===== src/rtl/vga_timing_ctrl_if.sv =====
// Frame-buffer fetch bus between the VGA timing controller and the pixel store.
// The controller is the master: it issues one-HCLK read strobes with a column/row
// address, and the frame buffer answers on PIXEL_IN by the following pixel tick.
interface vga_timing_ctrl_if;
  logic       FETCH_REQ;
  logic [9:0] FETCH_X;
  logic [8:0] FETCH_Y;
  logic [7:0] PIXEL_IN;

  modport master (output FETCH_REQ, output FETCH_X, output FETCH_Y, input PIXEL_IN);
  modport slave  (input FETCH_REQ, input FETCH_X, input FETCH_Y, output PIXEL_IN);
endinterface


===== src/rtl/vga_timing_ctrl.sv =====
// VGA timing controller: generates HSYNC/VSYNC from a pixel tick of HCLK/2,
// issues one frame-buffer fetch per visible pixel and drives RGB to the pins.
// Sync and RGB share a two-tick pipeline from the counter position so they stay
// aligned at the connector.
module vga_timing_ctrl #(
  parameter int H_VISIBLE = 640,
  parameter int H_FRONT   = 16,
  parameter int H_SYNC    = 96,
  parameter int H_BACK    = 48,
  parameter int V_VISIBLE = 480,
  parameter int V_FRONT   = 10,
  parameter int V_SYNC    = 2,
  parameter int V_BACK    = 33
) (
  input  logic              HCLK,
  input  logic              HRESETn,
  input  logic              ENABLE,
  vga_timing_ctrl_if.master fb,
  output logic [7:0]        RGB,
  output logic              HSYNC,
  output logic              VSYNC,
  output logic              FRAME_START,
  output logic              BUSY
);

  localparam int H_TOTAL = H_VISIBLE + H_FRONT + H_SYNC + H_BACK;
  localparam int V_TOTAL = V_VISIBLE + V_FRONT + V_SYNC + V_BACK;

  localparam logic [9:0] H_LAST    = 10'(H_TOTAL - 1);
  localparam logic [9:0] V_LAST    = 10'(V_TOTAL - 1);
  localparam logic [9:0] H_VIS_END = 10'(H_VISIBLE);
  localparam logic [9:0] V_VIS_END = 10'(V_VISIBLE);
  localparam logic [9:0] H_SYNC_LO = 10'(H_VISIBLE + H_FRONT);
  localparam logic [9:0] H_SYNC_HI = 10'(H_VISIBLE + H_FRONT + H_SYNC);
  localparam logic [9:0] V_SYNC_LO = 10'(V_VISIBLE + V_FRONT);
  localparam logic [9:0] V_SYNC_HI = 10'(V_VISIBLE + V_FRONT + V_SYNC);

  typedef enum logic [1:0] {IDLE, RUN, DRAIN} state_t;

  state_t     r_state;
  state_t     w_nextState;
  logic       r_tog;
  logic [9:0] r_hCnt;
  logic [9:0] r_vCnt;
  logic       r_d1Vis;
  logic       r_d1Hs;
  logic       r_d1Vs;
  logic       r_d1Org;

  logic w_tick;
  logic w_active;
  logic w_visible;
  logic w_hsLow;
  logic w_vsLow;
  logic w_origin;
  logic w_lineEnd;
  logic w_frameEnd;

  assign w_tick     = ~r_tog;
  assign w_active   = (r_state != IDLE);
  assign w_visible  = (r_hCnt < H_VIS_END) && (r_vCnt < V_VIS_END);
  assign w_hsLow    = (r_hCnt >= H_SYNC_LO) && (r_hCnt < H_SYNC_HI);
  assign w_vsLow    = (r_vCnt >= V_SYNC_LO) && (r_vCnt < V_SYNC_HI);
  assign w_origin   = (r_hCnt == 10'd0) && (r_vCnt == 10'd0);
  assign w_lineEnd  = (r_hCnt == H_LAST);
  assign w_frameEnd = w_lineEnd && (r_vCnt == V_LAST);
  assign BUSY       = w_active;

  // Pixel tick divider: the tick is the HCLK edge where the toggle rises.
  always_ff @(posedge HCLK or negedge HRESETn) begin
    if (!HRESETn) r_tog <= 1'b0;
    else          r_tog <= ~r_tog;
  end

  // Run/drain sequencing; a drain only stops at the very last position of a frame.
  always_comb begin
    w_nextState = r_state;
    case (r_state)
      IDLE:    if (ENABLE) w_nextState = RUN;
      RUN:     if (!ENABLE) w_nextState = DRAIN;
      DRAIN: begin
        if (ENABLE)          w_nextState = RUN;
        else if (w_frameEnd) w_nextState = IDLE;
      end
      default: w_nextState = IDLE;
    endcase
  end

  // State register, advanced on pixel ticks only so ENABLE is sampled per tick.
  always_ff @(posedge HCLK or negedge HRESETn) begin
    if (!HRESETn)    r_state <= IDLE;
    else if (w_tick) r_state <= w_nextState;
  end

  // Raster counters; held at the origin while idle so a restart begins at (0,0).
  always_ff @(posedge HCLK or negedge HRESETn) begin
    if (!HRESETn) begin
      r_hCnt <= 10'd0;
      r_vCnt <= 10'd0;
    end else if (w_tick) begin
      if (!w_active) begin
        r_hCnt <= 10'd0;
        r_vCnt <= 10'd0;
      end else if (w_lineEnd) begin
        r_hCnt <= 10'd0;
        r_vCnt <= w_frameEnd ? 10'd0 : r_vCnt + 10'd1;
      end else begin
        r_hCnt <= r_hCnt + 10'd1;
      end
    end
  end

  // Fetch strobe lasts exactly the HCLK after a visible tick; the address holds between strobes.
  always_ff @(posedge HCLK or negedge HRESETn) begin
    if (!HRESETn) begin
      fb.FETCH_REQ <= 1'b0;
      fb.FETCH_X   <= 10'd0;
      fb.FETCH_Y   <= 9'd0;
    end else if (w_tick && w_active && w_visible) begin
      fb.FETCH_REQ <= 1'b1;
      fb.FETCH_X   <= r_hCnt;
      fb.FETCH_Y   <= r_vCnt[8:0];
    end else begin
      fb.FETCH_REQ <= 1'b0;
    end
  end

  // First pipeline stage: position attributes travel alongside the outstanding fetch.
  always_ff @(posedge HCLK or negedge HRESETn) begin
    if (!HRESETn) begin
      r_d1Vis <= 1'b0;
      r_d1Hs  <= 1'b1;
      r_d1Vs  <= 1'b1;
      r_d1Org <= 1'b0;
    end else if (w_tick) begin
      if (!w_active) begin
        r_d1Vis <= 1'b0;
        r_d1Hs  <= 1'b1;
        r_d1Vs  <= 1'b1;
        r_d1Org <= 1'b0;
      end else begin
        r_d1Vis <= w_visible;
        r_d1Hs  <= ~w_hsLow;
        r_d1Vs  <= ~w_vsLow;
        r_d1Org <= w_origin;
      end
    end
  end

  // Pin stage: pixel data meets its sync values here; FRAME_START is a single-HCLK pulse.
  always_ff @(posedge HCLK or negedge HRESETn) begin
    if (!HRESETn) begin
      RGB         <= 8'h00;
      HSYNC       <= 1'b1;
      VSYNC       <= 1'b1;
      FRAME_START <= 1'b0;
    end else if (w_tick) begin
      if (!w_active) begin
        RGB         <= 8'h00;
        HSYNC       <= 1'b1;
        VSYNC       <= 1'b1;
        FRAME_START <= 1'b0;
      end else begin
        RGB         <= r_d1Vis ? fb.PIXEL_IN : 8'h00;
        HSYNC       <= r_d1Hs;
        VSYNC       <= r_d1Vs;
        FRAME_START <= r_d1Org;
      end
    end else begin
      FRAME_START <= 1'b0;
    end
  end

endmodule


===== src/flat_wrapper.sv =====
// flat-port wrapper written by rule: the top's interface ports become plain ports
module vga_timing_ctrl_flat 
#(
  parameter int H_VISIBLE = 640,
  parameter int H_FRONT   = 16,
  parameter int H_SYNC    = 96,
  parameter int H_BACK    = 48,
  parameter int V_VISIBLE = 480,
  parameter int V_FRONT   = 10,
  parameter int V_SYNC    = 2,
  parameter int V_BACK    = 33
)
  (HCLK, HRESETn, ENABLE, RGB, HSYNC, VSYNC, FRAME_START, BUSY, fb_FETCH_REQ, fb_FETCH_X, fb_FETCH_Y, fb_PIXEL_IN);
  vga_timing_ctrl_if fb_i ();
  input  logic HCLK;
  input  logic HRESETn;
  input  logic ENABLE;
  output logic [7:0] RGB;
  output logic HSYNC;
  output logic VSYNC;
  output logic FRAME_START;
  output logic BUSY;
  output wire logic [$bits(fb_i.FETCH_REQ)-1:0] fb_FETCH_REQ;
  output wire logic [$bits(fb_i.FETCH_X)-1:0] fb_FETCH_X;
  output wire logic [$bits(fb_i.FETCH_Y)-1:0] fb_FETCH_Y;
  input wire logic [$bits(fb_i.PIXEL_IN)-1:0] fb_PIXEL_IN;
  assign fb_FETCH_REQ = fb_i.FETCH_REQ;
  assign fb_FETCH_X = fb_i.FETCH_X;
  assign fb_FETCH_Y = fb_i.FETCH_Y;
  assign fb_i.PIXEL_IN = fb_PIXEL_IN;
  vga_timing_ctrl #(.H_VISIBLE(H_VISIBLE), .H_FRONT(H_FRONT), .H_SYNC(H_SYNC), .H_BACK(H_BACK), .V_VISIBLE(V_VISIBLE), .V_FRONT(V_FRONT), .V_SYNC(V_SYNC), .V_BACK(V_BACK)) u_core (.HCLK(HCLK), .HRESETn(HRESETn), .ENABLE(ENABLE), .fb(fb_i), .RGB(RGB), .HSYNC(HSYNC), .VSYNC(VSYNC), .FRAME_START(FRAME_START), .BUSY(BUSY));
endmodule

===== config.mk =====
export PLATFORM = sky130hd
export DESIGN_NAME = vga_timing_ctrl_flat
export DESIGN_NICKNAME = d
export VERILOG_FILES = /design/src/rtl/vga_timing_ctrl_if.sv /design/src/rtl/vga_timing_ctrl.sv /design/src/flat_wrapper.sv
export SDC_FILE = /design/constraint.sdc
export NUM_CORES = 1
export LEC_CHECK = 0
export CORE_AREA = 2 2 71 73
export DETAILED_ROUTE_END_ITERATION = 8
export DIE_AREA = 0 0 73 75
export HOLD_SLACK_MARGIN = 0.06
export PLACE_DENSITY = 0.9
export SYNTH_ARGS = -nofsm -noshare
export SYNTH_HDL_FRONTEND = slang
export SYNTH_SLANG_ARGS = --single-unit

===== constraint.sdc =====
create_clock -name HCLK -period 3.21 [get_ports HCLK]
set_input_delay 0.4815 -clock HCLK [delete_from_list [all_inputs] [get_ports HCLK]]
set_output_delay 0.4815 -clock HCLK [all_outputs]
set_load 0.005 [all_outputs]

==> flow_metrics.tcl <==
set metrics [dict create \
    path_clk_slew_ns 0.07 \
    leakage_power_nw 1.50 \
    netlist.area_leader.share_pct 52.8 \
    reg2reg_slack_ns 1.08 \
    clock-sinks 58 \
    final_wirelength_um 5400 \
    cts.repair.resized 0 \
    gr-total-overflow 0 \
    finalMaxSlewViolations 0 \
    cpPeakStageDelay_ns 0.51 \
    worstHoldPathType "in -> async" \
    finalWeightedCongestion 0.842 \
    final_antenna_net_count 0 \
    first_global_vias 1901 \
    path_class "reg -> out" \
    synth_cell_types 38 \
    synth-seq-cells 58 \
    synth_top_cells_by_count "sky130_fd_sc_hd__dfrtp_1 (54), sky130_fd_sc_hd__nor2_1 (20), sky130_fd_sc_hd__mux2_2 (19), sky130_fd_sc_hd__nand2_1 (18), sky130_fd_sc_hd__o21ai_0 (14)" \
    fp-row-count 25 \
    critPathArrivalTime_ns 1.93 \
    post_route_cells_drive_above_1_share_pct 17.2 \
    postSynth.topFlopCell "sky130_fd_sc_hd__dfrtp_1" \
    grt_start_max_net_pins 39 \
    insertion_delay_ns 0.34 \
    diodes 0 \
    clock_power_share_pct 41.7 \
    timing.max_cap.violations 0 \
    final_net_count 289 \
    synth-edff-count 0 \
    tritoncts.num_buffers 9 \
    post_cts_buffers 0 \
    yosys.area.top_type "sky130_fd_sc_hd__dfrtp_1" \
    rr_worst_depth 5 \
    clock_tree.htree_level_count 3 \
    ios 43 \
    finalHoldViolations 0 \
    end_kind "primary output" \
    clock_tree_from_tritoncts "built" \
    drt-initial-drc-count 124 \
    critPathBufInv 2 \
    detailed_route_wire_length_per_cell_um 16.2 \
    timing.hold.ws_ns 0.232 \
    crit-reg2reg-launch "u_core.r_tog" \
    maxSlewHeadroom_pct 41.3 \
    final_core_util_pct 69.7 \
    core_ar_um2 4660 \
    yosysMostFrequentCell "sky130_fd_sc_hd__dfrtp_1" \
    synth-seq-area-share_pct 56.9 \
    max_freq_mhz 414 \
    vias 1916 \
    total_switching_power_mw 0.443 \
    power.density_cell_area_nw_per_um2 584 \
    crit_path_cell_trace "nor2_1 > inv_1 > clkdlybuf4s50_1" \
    mappedNetlistNets 243 \
    critical_path.reg2reg.endpoint "u_core.fb.FETCH_X[3]" \
    comb_power_share_pct 12.8 \
    setup_viol 0 \
    global_route_wire_length_before_repair_um 8870 \
    drt_drc_violations_left 0 \
    synth.avg_cell_area_um2 11.2 \
    portbufs 42 \
    synth_area_leaders "sky130_fd_sc_hd__dfrtp_1 (53%), sky130_fd_sc_hd__mux2_2 (8.4%), sky130_fd_sc_hd__dfstp_2 (4.1%)" \
    dr_pass1_iterations 4 \
    critical_path.slowest_cell "sky130_fd_sc_hd__nor2_1" \
    syn-cell-area_um2 2560 \
    clock_path_buffers 2 \
    place_ws_ns 1.15 \
    floorplan.die.height_um 75 \
    seq_power_share_pct 45.5 \
    grt_setup_unrepaired "false" \
    number_of_antenna_violations_at_the_first_check_in_global_routing 0 \
    clock_skew_ns 0.00543 \
    total_negative_slack_for_setup_checks_ns 0 \
    async_flop_share_pct 100 \
    switching_share_pct 23.3 \
    via_per_inst 5.75 \
    syn_to_final_growth_pct 27.0 \
    dp.final_hpwl_um 3650 \
    fin_crit_sh_pct 75.2 \
    vdd.ir_drop.worst_v 0.000317 \
    die_span_x_um 73 \
    floorplan.initialDensity_pct 54.9 \
    clockRootBuffer "sky130_fd_sc_hd__clkbuf_8" \
    synth_warnings 0 \
    grt_use_total_pct 22.0 \
    critical_path.max_fanout 9 \
    worst_slack_ns 0.794 \
    run_status "completed" \
    hold_buffers 0 \
    dieArea_um2 5480 \
    synthesis.instances 228 \
    critical_path.top_delay_family "buffers and inverters" \
    worst_ep_required_time_ns 2.73 \
    worst_slew_pin_slew_ns 0.880 \
    timing.final.crit_period_ns 2.42 \
    intPower_mw 1.46 \
    start_kind "register" \
]
==> kinds of logic after synthesis <==
family                   Yosys count  synth area share, %
AO/OA/AOI/OAI                     34                 8.80
XOR/XNOR                          11                 3.76
adder cells (fa/ha/maj)            4                 1.96
buffers and inverters             21                 3.62
flip-flops                        58                 56.9
multiplexers                      20                 8.75
AND/OR/NAND/NOR                   80                 16.2
==> area by class of cell <==
cell class	instances	area (um^2)
clock inverter	6	105
tap	54	67.6
clock buffer	10	128
fill	348	1410
sequential	58	1460
multi-input combinational	149	1010
timing repair buffer	46	445
inverter	10	37.5
==> per-stage QoR <==
stage	power, mW	instances	cell area [um^2]
finish	1.90	333	3250
global route	1.97	333	3250
CTS	1.91	333	3250
detailed placement	1.12	317	3020
global placement	1.11	317	3020
floorplan	0.974	228	2560
==> sequential cells by signal, indices dropped and copies added, names as in the netlist, 2 cells and up <==
name / flops
u_core.RGB: 8
u_core.fb.FETCH_X: 10
u_core.fb.FETCH_Y: 9
u_core.r_hCnt: 10
u_core.r_state: 2
u_core.r_vCnt: 10
==> metal layers <==
metal	share of wire (%)	GRT usage, %	vias up
met5	0	0	-
met1	44	27.0	947
met4	2.4	13.0	0
met2	48	35.0	65
met3	5.6	5.89	11
li1	-	-	893
==> power groups by stage <==
stage	combinational, mW	sequential (mW)	clock, mW
floorplan	0.117	0.856	0
detailed placement	0.244	0.875	0
finish	0.242	0.865	0.792
CTS	0.246	0.863	0.803
global placement	0.236	0.870	0
global route	0.270	0.873	0.831
==> cells in the final DEF, fill, tap and decap left out, drive strengths merged, types with 4 or more instances in the layout <==
cell,instances
mux2,19
and3,6
xor2,9
inv,10
o21ai,14
nand2,18
buf,5
a22o,8
clkdlybuf4s50,41
nor3,6
dfrtp,54
nand3,6
nor2,21
clkbuf,10
ha,4
dfstp,4
nand4,7
a21oi,5
==> worst max path at each step <==
stage | from | end | slack (ns) | depth (start not counted)
6_report | u_core.r_state[0] | BUSY | 0.79 | 3
5_1_grt | u_core.r_state[0] | BUSY | 0.78 | 3
4_1_cts | u_core.r_state[0] | BUSY | 0.80 | 3
3_5_place_dp | u_core.r_vCnt[1] | u_core.r_vCnt[7] | 1.15 | 7
3_3_place_gp | u_core.r_vCnt[1] | u_core.r_vCnt[6] | 1.19 | 7
2_1_floorplan | u_core.r_vCnt[0] | u_core.r_vCnt[2] | 1.40 | 7
Power figures use the tool's default switching activity.
